<file path="src/rtl/load_cell_a2d_seq.sv">
`default_nettype none
// ============================================================================
// Module   : load_cell_a2d_seq
// Purpose  : SPI master for a 12-bit, 8-channel ADC. Each round converts the
//            left load cell, right load cell and battery channels in turn.
//            Every channel takes two 16-bit frames: the first carries the
//            channel command, and the second repeats it and returns the result.
//            The results are held in registers, and vld pulses for one clock
//            when the round completes.
// Ports    : clk, rst (sync, active high)
//            nxt              - one-clock pulse, starts a round when idle
//            MISO             - ADC serial data out
//            SS_n, SCLK, MOSI - SPI chip select (low), clock (idles high), data
//            lft_ld, rght_ld, batt - latest 12-bit results
//            vld              - one-clock pulse, all three results updated
// Options  : define LD_FILT_EN to IIR-filter lft_ld / rght_ld
//            (new = old + ((sample - old) >>> 2), first sample loads directly)
// Revision : 1.0 - initial release
// ============================================================================
module load_cell_a2d_seq #(
    parameter int         SCLK_DIV = 32,
    parameter logic [2:0] LFT_CH   = 3'd0,
    parameter logic [2:0] RGHT_CH  = 3'd4,
    parameter logic [2:0] BATT_CH  = 3'd5
) (
    input  logic        clk,
    input  logic        rst,
    input  logic        nxt,
    input  logic        MISO,
    output logic        SS_n,
    output logic        SCLK,
    output logic        MOSI,
    output logic [11:0] lft_ld,
    output logic [11:0] rght_ld,
    output logic [11:0] batt,
    output logic        vld
);

    localparam int               HALF     = SCLK_DIV / 2;
    localparam int               DIVW     = (HALF > 1) ? $clog2(HALF) : 1;
    localparam logic [DIVW-1:0]  DIV_LAST = DIVW'(HALF - 1);
    // Segment 0 is the lead-in high time. Odd segments 1..31 are SCLK low and
    // even segments 2..32 are SCLK high. Segment 33 is a one-clock tail
    // before SS_n is released.
    localparam logic [5:0]       SEG_LAST_HI = 6'd32;
    localparam logic [5:0]       SEG_TAIL    = 6'd33;

    typedef enum logic [2:0] {
        S_IDLE  = 3'd0,
        S_CMD   = 3'd1,
        S_GAP   = 3'd2,
        S_RESP  = 3'd3,
        S_STORE = 3'd4
    } state_t;

    state_t          state_q;
    logic [1:0]      idx_q;
    logic [DIVW-1:0] div_q;
    logic [5:0]      seg_q;
    logic [14:0]     tx_q;
    logic [15:0]     rx_q;
    logic            ss_n_q, sclk_q, mosi_q, vld_q;
    logic [11:0]     lft_q, rght_q, batt_q;

    logic            start_d;
    logic [1:0]      start_idx_d;
    logic [15:0]     start_cmd_d;
    logic [11:0]     lft_d, rght_d;
    logic            w_unused_rx;

    function automatic logic [15:0] cmd_for(input logic [1:0] i);
        logic [2:0] ch;
        case (i)
            2'd0:    ch = LFT_CH;
            2'd1:    ch = RGHT_CH;
            default: ch = BATT_CH;
        endcase
        return {2'b00, ch, 11'h000};
    endfunction

    // A frame is launched from IDLE on nxt, at the end of GAP, and from
    // STORE whenever more channels remain in the round. nxt is ignored in
    // the clock where vld is high, because that clock is already in IDLE.
    always_comb begin
        start_d     = 1'b0;
        start_idx_d = idx_q;
        case (state_q)
            S_IDLE: begin
                start_d     = nxt && !vld_q;
                start_idx_d = 2'd0;
            end
            S_GAP:   start_d = (div_q == DIV_LAST);
            S_STORE: begin
                start_d     = (idx_q != 2'd2);
                start_idx_d = idx_q + 2'd1;
            end
            default: start_d = 1'b0;
        endcase
        start_cmd_d = cmd_for(start_idx_d);
    end

    assign w_unused_rx = &{1'b0, rx_q[15:12]};

`ifdef LD_FILT_EN
    logic prim_lft_q, prim_rght_q;

    function automatic logic [11:0] iir(input logic [11:0] old, input logic [11:0] smp);
        logic signed [12:0] diff;
        logic signed [12:0] step;
        diff = $signed({1'b0, smp}) - $signed({1'b0, old});
        step = diff >>> 2;
        // The result always stays between old and the sample, so truncating
        // to 12 bits never wraps.
        return old + step[11:0];
    endfunction

    always_comb begin
        lft_d  = prim_lft_q  ? iir(lft_q,  rx_q[11:0]) : rx_q[11:0];
        rght_d = prim_rght_q ? iir(rght_q, rx_q[11:0]) : rx_q[11:0];
    end

    always_ff @(posedge clk) begin
        if (rst) begin
            prim_lft_q  <= 1'b0;
            prim_rght_q <= 1'b0;
        end else if (state_q == S_STORE) begin
            if (idx_q == 2'd0) prim_lft_q  <= 1'b1;
            if (idx_q == 2'd1) prim_rght_q <= 1'b1;
        end
    end
`else
    always_comb begin
        lft_d  = rx_q[11:0];
        rght_d = rx_q[11:0];
    end
`endif

    always_ff @(posedge clk) begin
        if (rst) begin
            state_q <= S_IDLE;
            idx_q   <= 2'd0;
            div_q   <= '0;
            seg_q   <= 6'd0;
            tx_q    <= 15'h0000;
            rx_q    <= 16'h0000;
            ss_n_q  <= 1'b1;
            sclk_q  <= 1'b1;
            mosi_q  <= 1'b0;
            vld_q   <= 1'b0;
            lft_q   <= 12'h000;
            rght_q  <= 12'h000;
            batt_q  <= 12'h000;
        end else begin
            vld_q <= 1'b0;
            case (state_q)
                S_IDLE: begin
                    if (start_d) state_q <= S_CMD;
                end
                S_CMD, S_RESP: begin
                    if (seg_q == SEG_TAIL) begin
                        ss_n_q  <= 1'b1;
                        mosi_q  <= 1'b0;
                        div_q   <= '0;
                        state_q <= (state_q == S_CMD) ? S_GAP : S_STORE;
                    end else if (div_q == DIV_LAST) begin
                        div_q <= '0;
                        seg_q <= seg_q + 6'd1;
                        if (!seg_q[0]) begin
                            // Entering a low segment is a falling edge. The
                            // first fall keeps bit 15, which was driven when
                            // SS_n fell.
                            if (seg_q != SEG_LAST_HI) begin
                                sclk_q <= 1'b0;
                                if (seg_q != 6'd0) begin
                                    mosi_q <= tx_q[14];
                                    tx_q   <= {tx_q[13:0], 1'b0};
                                end
                            end
                        end else begin
                            sclk_q <= 1'b1;
                            rx_q   <= {rx_q[14:0], MISO};
                        end
                    end else begin
                        div_q <= div_q + DIVW'(1);
                    end
                end
                S_GAP: begin
                    if (div_q == DIV_LAST) state_q <= S_RESP;
                    else                   div_q   <= div_q + DIVW'(1);
                end
                S_STORE: begin
                    case (idx_q)
                        2'd0:    lft_q  <= lft_d;
                        2'd1:    rght_q <= rght_d;
                        default: batt_q <= rx_q[11:0];
                    endcase
                    if (idx_q == 2'd2) begin
                        vld_q   <= 1'b1;
                        idx_q   <= 2'd0;
                        state_q <= S_IDLE;
                    end else begin
                        idx_q   <= idx_q + 2'd1;
                        state_q <= S_CMD;
                    end
                end
                default: state_q <= S_IDLE;
            endcase

            if (start_d) begin
                ss_n_q <= 1'b0;
                sclk_q <= 1'b1;
                mosi_q <= start_cmd_d[15];
                tx_q   <= start_cmd_d[14:0];
                seg_q  <= 6'd0;
                div_q  <= '0;
            end
        end
    end

    assign SS_n    = ss_n_q;
    assign SCLK    = sclk_q;
    assign MOSI    = mosi_q;
    assign lft_ld  = lft_q;
    assign rght_ld = rght_q;
    assign batt    = batt_q;
    assign vld     = vld_q;

endmodule
`default_nettype wire

</file>
<file path="config.mk">
export PLATFORM = sky130hd
export DESIGN_NAME = load_cell_a2d_seq
export DESIGN_NICKNAME = d
export VERILOG_FILES = /design/src/rtl/load_cell_a2d_seq.sv
export SDC_FILE = /design/constraint.sdc
export NUM_CORES = 1
export LEC_CHECK = 0
export CAP_MARGIN = 30
export CORE_UTILIZATION = 53
export DETAILED_ROUTE_END_ITERATION = 10
export PLACE_DENSITY = 0.78
export REMOVE_ABC_BUFFERS = 1
export SLEW_MARGIN = 10
export SYNTH_ARGS = -nofsm -noshare
export SYNTH_HDL_FRONTEND = slang
export SYNTH_SLANG_ARGS = --single-unit
</file>
<file path="constraint.sdc">
create_clock -name clk -period 2.4 [get_ports clk]
set_input_delay 0.72 -clock clk [delete_from_list [all_inputs] [get_ports clk]]
set_output_delay 0.72 -clock clk [all_outputs]
set_load 0.1 [all_outputs]
</file>
=== Word level (Yosys, flattened, before mapping) ===
Cells that the tools add are included.

* Add/sub/neg operators: 3
* Equality and inequality tests: 18
* Muxes and demuxes: 32
* Bitwise logic cells: 4
* Reductions and logical operators: 32

{| class="wikitable"
|+ Operators with widths
! operator !! count
|-
| $mux 14 || 7
|-
| $reduce_bool 2->1 || 10
|-
| $mux 1 || 12
|-
| $mux 3 || 4
|-
| $mux 4 || 3
|-
| $ne 2x2->1 const B || 6
|-
| $pmux 3 s4 || 1
|-
| $reduce_and 6->1 || 2
|-
| $reduce_and 2->1 || 5
|-
| $pmux 4 s2 || 1
|-
| $reduce_and 4->1 || 2
|-
| $reduce_or 2->1 || 4
|-
| $add 6x1->6 const B || 1
|-
| $eq 3x2->1 const B || 2
|-
| $eq 6x6->1 const B || 1
|-
| $ne 6x6->1 const B || 1
|-
| $pmux 3 s2 || 1
|-
| $reduce_and 3->1 || 2
|-
| $reduce_bool 6->1 || 1
|-
| $reduce_and 5->1 || 1
|-
| $add 4x1->4 const B || 1
|-
| $eq 2x1->1 const B || 2
|-
| $eq 4x4->1 const B || 1
|-
| $logic_not 2->1 || 2
|-
| other kinds (12) || 16
|}

* Register bits after elaboration: 71
* Bits of input ports: 4
* Output and inout port bits: 40
* Logic and storage cells: 103

=== Depth between registers and ports, before layout ===
* Depth in word-level cells: 8
* Mapped depth: 7
* Mapped depth without buffers: 6

=== Worst setup path after synthesis ===
OpenSTA, ideal clock, no wires.

* Kind: register -> register
* Start: reg vld_q, in the netlist vld
* End: reg div_q[1]
* Setup time: 0.070 ns
* Arrival: 1.829 ns
* Required time: 2.330 ns
* Path slack: 0.502 ns
* Cell stages (with the launch flop): 6
* Path buffers: 1
* Clock period less this slack: 1.898 ns
* Cell sequence: dfxtp_1 nor4b_1 a211oi_2 o21bai_1 buf_2 a21oi_1

* Cells in the longest elaborated chain, start to end: 4

{| class="wikitable"
|+ RTL lines
! item !! RTL line !! RTL
|-
| from (decl) || 62 || <nowiki>logic ss_n_q, sclk_q, mosi_q, vld_q;</nowiki>
|-
| from (signal assigned) || 149 || <nowiki>vld_q <= 1'b0;</nowiki>
|-
| from (signal assigned) || 154 || <nowiki>vld_q <= 1'b0;</nowiki>
|-
| from (signal assigned) || 198 || <nowiki>vld_q <= 1'b1;</nowiki>
|-
| $logic_not 1->1 || 89 || <nowiki>start_d = nxt && !vld_q;</nowiki>
|-
| $logic_and 1x1->1 || 89 ||
|-
| $pmux 1 s3 || 87 || <nowiki>case (state_q)</nowiki>
|-
| $reduce_or 2->1 (no line) || -- ||
|-
| to (signal assigned) || 184 || <nowiki>div_q <= div_q + DIVW'(1);</nowiki>
|-
| to (signal assigned) || 189 || <nowiki>else div_q <= div_q + DIVW'(1);</nowiki>
|-
| to (decl) || 58 || <nowiki>logic [DIVW-1:0] div_q;</nowiki>
|}

No other way between the ends.
A chain may end at the register's enable or synchronous reset.

=== Worst setup path after layout ===
* Start: reg seg_q[1]
* End: reg rx_q[9]

* Cells in the longest elaborated chain, start to end: 3

{| class="wikitable"
|+ RTL lines
! item !! RTL line !! RTL
|-
| from (decl) || 59 || <nowiki>logic [5:0] seg_q;</nowiki>
|-
| from (signal assigned) || 167 || <nowiki>seg_q <= seg_q + 6'd1;</nowiki>
|-
| $eq 6x6->1 || 160 || <nowiki>if (seg_q == SEG_TAIL) begin</nowiki>
|-
| $not 1->1 (no line) || -- ||
|-
| $reduce_and 4->1 (no line) || -- ||
|-
| to (signal assigned) || 181 || <nowiki>rx_q <= {rx_q[14:0], MISO};</nowiki>
|-
| to (decl) || 61 || <nowiki>logic [15:0] rx_q;</nowiki>
|}

No other way between the ends.

==> results.cfg <==
[worst_hold_path]
hp-start = rght_ld[11]
hp-class = flip-flop to flip-flop
whs_endpoint = rght_ld[11]
holdPathStages = 2

[timing]
fin_crit_sh_pct = 86.2
rsz0062_at_grt = no
slew_headroom_pct = 53.3
worst_pin_slew_ns = 0.682
hold_viol_final = 0
slew_violations = 0
fmax_ghz = 0.483
finalClockSkew_ns = 0.0106
hold_slack_ns = 0.456
period_needed_ns = 2.07
fin_setup_tns_ns = 0
setup_viol = 0

[placement]
dp_cells = 442
numPortBuffers = 43
dp.final_hpwl_mm = 4.25
place_congestion = 0.786

[synth]
yosys_warnings = 0
ys_seq_area_share_pct = 47.5
synth_seq_cells = 71
post-synth-top-count-cell = nand2_1
synth_edf_count = 0
yosysTopAreaCellShare_pct = 47.5
yosys-top-cells-area = dfxtp_1 48%, nand2_1 10%, a21oi_1 8.2%, mux2i_1 5.0%, ha_1 2.9%
synth.avg_cell_area_um2 = 8.72
yosys.area.top_type = dfxtp_1
ys.flop_type = dfxtp_1
ys_types = 52
async_flop_share_pct = 0
synth_area_um2 = 2990
netlist_top_cells_count = 81 x nand2_1, 71 x dfxtp_1, 49 x a21oi_1
postSynthCellCount = 343

[worst_setup_path]
r2r-start = seg_q[1]
rr_endpoint = rx_q[9]
r2r_setup_slack_ns = 0.33
r2r_cells = 7
crit_chain = inv_1 -> ha_1 -> and2_1 -> a2111oi_2 -> buf_4 -> nand2_1 -> a21oi_1
arrival_ns = 2.34
setup.worst_path.end_class = flip-flop
cp-start-kind = flip-flop
crit_family = compound AO/OA/AOI/OAI gates
crit_buf_inv = 2
cpPeakStageDelay_ns = 0.55
crit_fanout = 12
crit_type = flip-flop to flip-flop
cp.required_ns = 2.67
cp_slowest_cell = a2111oi_2

[clock_tree]
cts_sinks = 71
hold_buffers = 0
cts_tree = yes
clock_path_buffers = 2
ctsResizeCount = 0
numCtsBuffers = 9
postCtsSetupRepairBufs = 0
ctsRootBufferMaster = clkbuf_8
h-tree-depth = 3
cts.clk_slew.worst_paths_ns = 0.08
clk-insertion-delay-late_ns = 0.35

[global_route]
met1_usage_pct = 31.1
use_met2_pct = 37.1
grt.busiest_layer = met2
antenna_found_initial = 0
grt_max_degree = 58
grt_pass1_wl_mm = 11.0
met3_usage_pct = 4.40
grt_usage_pct = 23.8
grt_pass1_vias = 2297
grt-ovfl-total = 0

[layout]
nets = 394
drive_above_1_share_pct = 19.1
stdcell_count = 457
diodes = 0
syn2layout_area_growth_pct = 18.7
fillerInstances = 439

[die]
die_w_um = 77.1
fp.dieH_um = 77.1
io_pins = 44
start_util_pct = 56.7
placementRows = 26
coreArea_um2 = 5270
dieArea_um2 = 5950

[detailed_routing]
first_iter_violations = 138
drc = 0
routed_via_density = 5.52
wl_mm = 6.46
avgRoutedWirePerCell_um = 14.1
vias = 2523
drt-pass1-iter-count = 4
ant_nets = 0

[run_status]
outcome = completed

[power]
p_leak_nw = 1.40
irDropWorstVdd_mv = 0.425
power_density_nw_per_um2 = 628

[flow_run]
max_cap_violations = 0
[logic make-up after synthesis]
| group | share of synthesized area [%] |
|---|---|
| fa+ha+maj | 2.93 |
| mux | 5.02 |
| buf+inv | 5.02 |
| xor+xnor | 0.879 |
| flops | 47.5 |
| simple gates | 20.4 |
| compound gates | 18.2 |
[power by group]
| group | internal (mW) | leakage, nW | total, mW | switching [mW] |
|---|---|---|---|---|
| clock network | 0.502 | 0.0944 | 0.949 | 0.447 |
| registers | 1.18 | 0.573 | 1.20 | 0.0118 |
| logic | 0.0282 | 0.734 | 0.0828 | 0.0546 |
| total | 1.71 | 1.40 | 2.23 | 0.514 |
[placed cells by master (no fill, tap or decap), types with 3 or more instances in the layout]
master,Yosys,layout
inv_1,7,7
or3_1,6,6
dfxtp_1,71,71
nand3_1,6,6
nand2b_1,3,3
ha_1,7,7
and3_1,4,4
clkbuf_8,0,10
mux2i_1,15,15
buf_4,1,47
nor3_1,4,4
nand2_1,81,81
a21oi_1,49,49
nor2_1,21,21
a21o_1,3,3
o21ai_0,5,5
[metal layers]
| layer | wire (um) | vias to the layer above |
|---|---|---|
| met1 | 3030 | 1184 |
| met3 | 292 | 10 |
| met5 | 0 | - |
| met4 | 124 | 0 |
| met2 | 3020 | 70 |
| li1 | - | 1259 |
[registers in the layout, indices dropped and copies added, names as in the netlist, 2 cells and up]
register and count:
batt 12, lft_ld 12, rght_ld 12, rx_q 12
seg_q 6, div_q 4, tx_q 4, state_q 3
idx_q 2
[worst max path at each step]
stage	end	slack, ns	cells past startpoint	startpoint
floorplan	seg_q[3]	0.31	6	seg_q[1]
global placement	SCLK	0.14	6	nxt
detailed placement	SCLK	0.07	6	nxt
CTS	SCLK	0.36	6	div_q[0]
global route	SCLK	0.18	6	div_q[0]
finish	rx_q[9]	0.33	7	seg_q[1]
[worst min-delay path: cells and delay by family (launching register included)]
family           cells  cell delay (ns)
AO/OA/AOI/OAI        1             0.05
flip-flops           1             0.31
AND/OR/NAND/NOR      1             0.05
[metrics by stage]
stage / area (um^2) / worst slack, ns / power (mW) / utilization, %
2_1_floorplan: 2870 / 0.310 / 1.27 / -
3_3_place_gp: 3350 / 0.140 / 1.30 / 63.6
3_5_place_dp: 3350 / 0.0701 / 1.31 / 63.6
4_1_cts: 3550 / 0.359 / 2.24 / 67.3
5_1_grt: 3550 / 0.176 / 2.29 / 67.3
6_report: 3550 / 0.330 / 2.23 / 67.3
[area by class of cell]
class                      instances  area (um^2)  area share (%)
sequential                        71         1420            40.1
timing repair buffer              51          398            11.2
clock inverter                     5         58.8            1.66
tap                               70         87.6            2.47
multi-input combinational        243         1420            40.0
inverter                           7         26.3           0.740
clock buffer                      10          138            3.88
(Power assumes the default switching activity.)
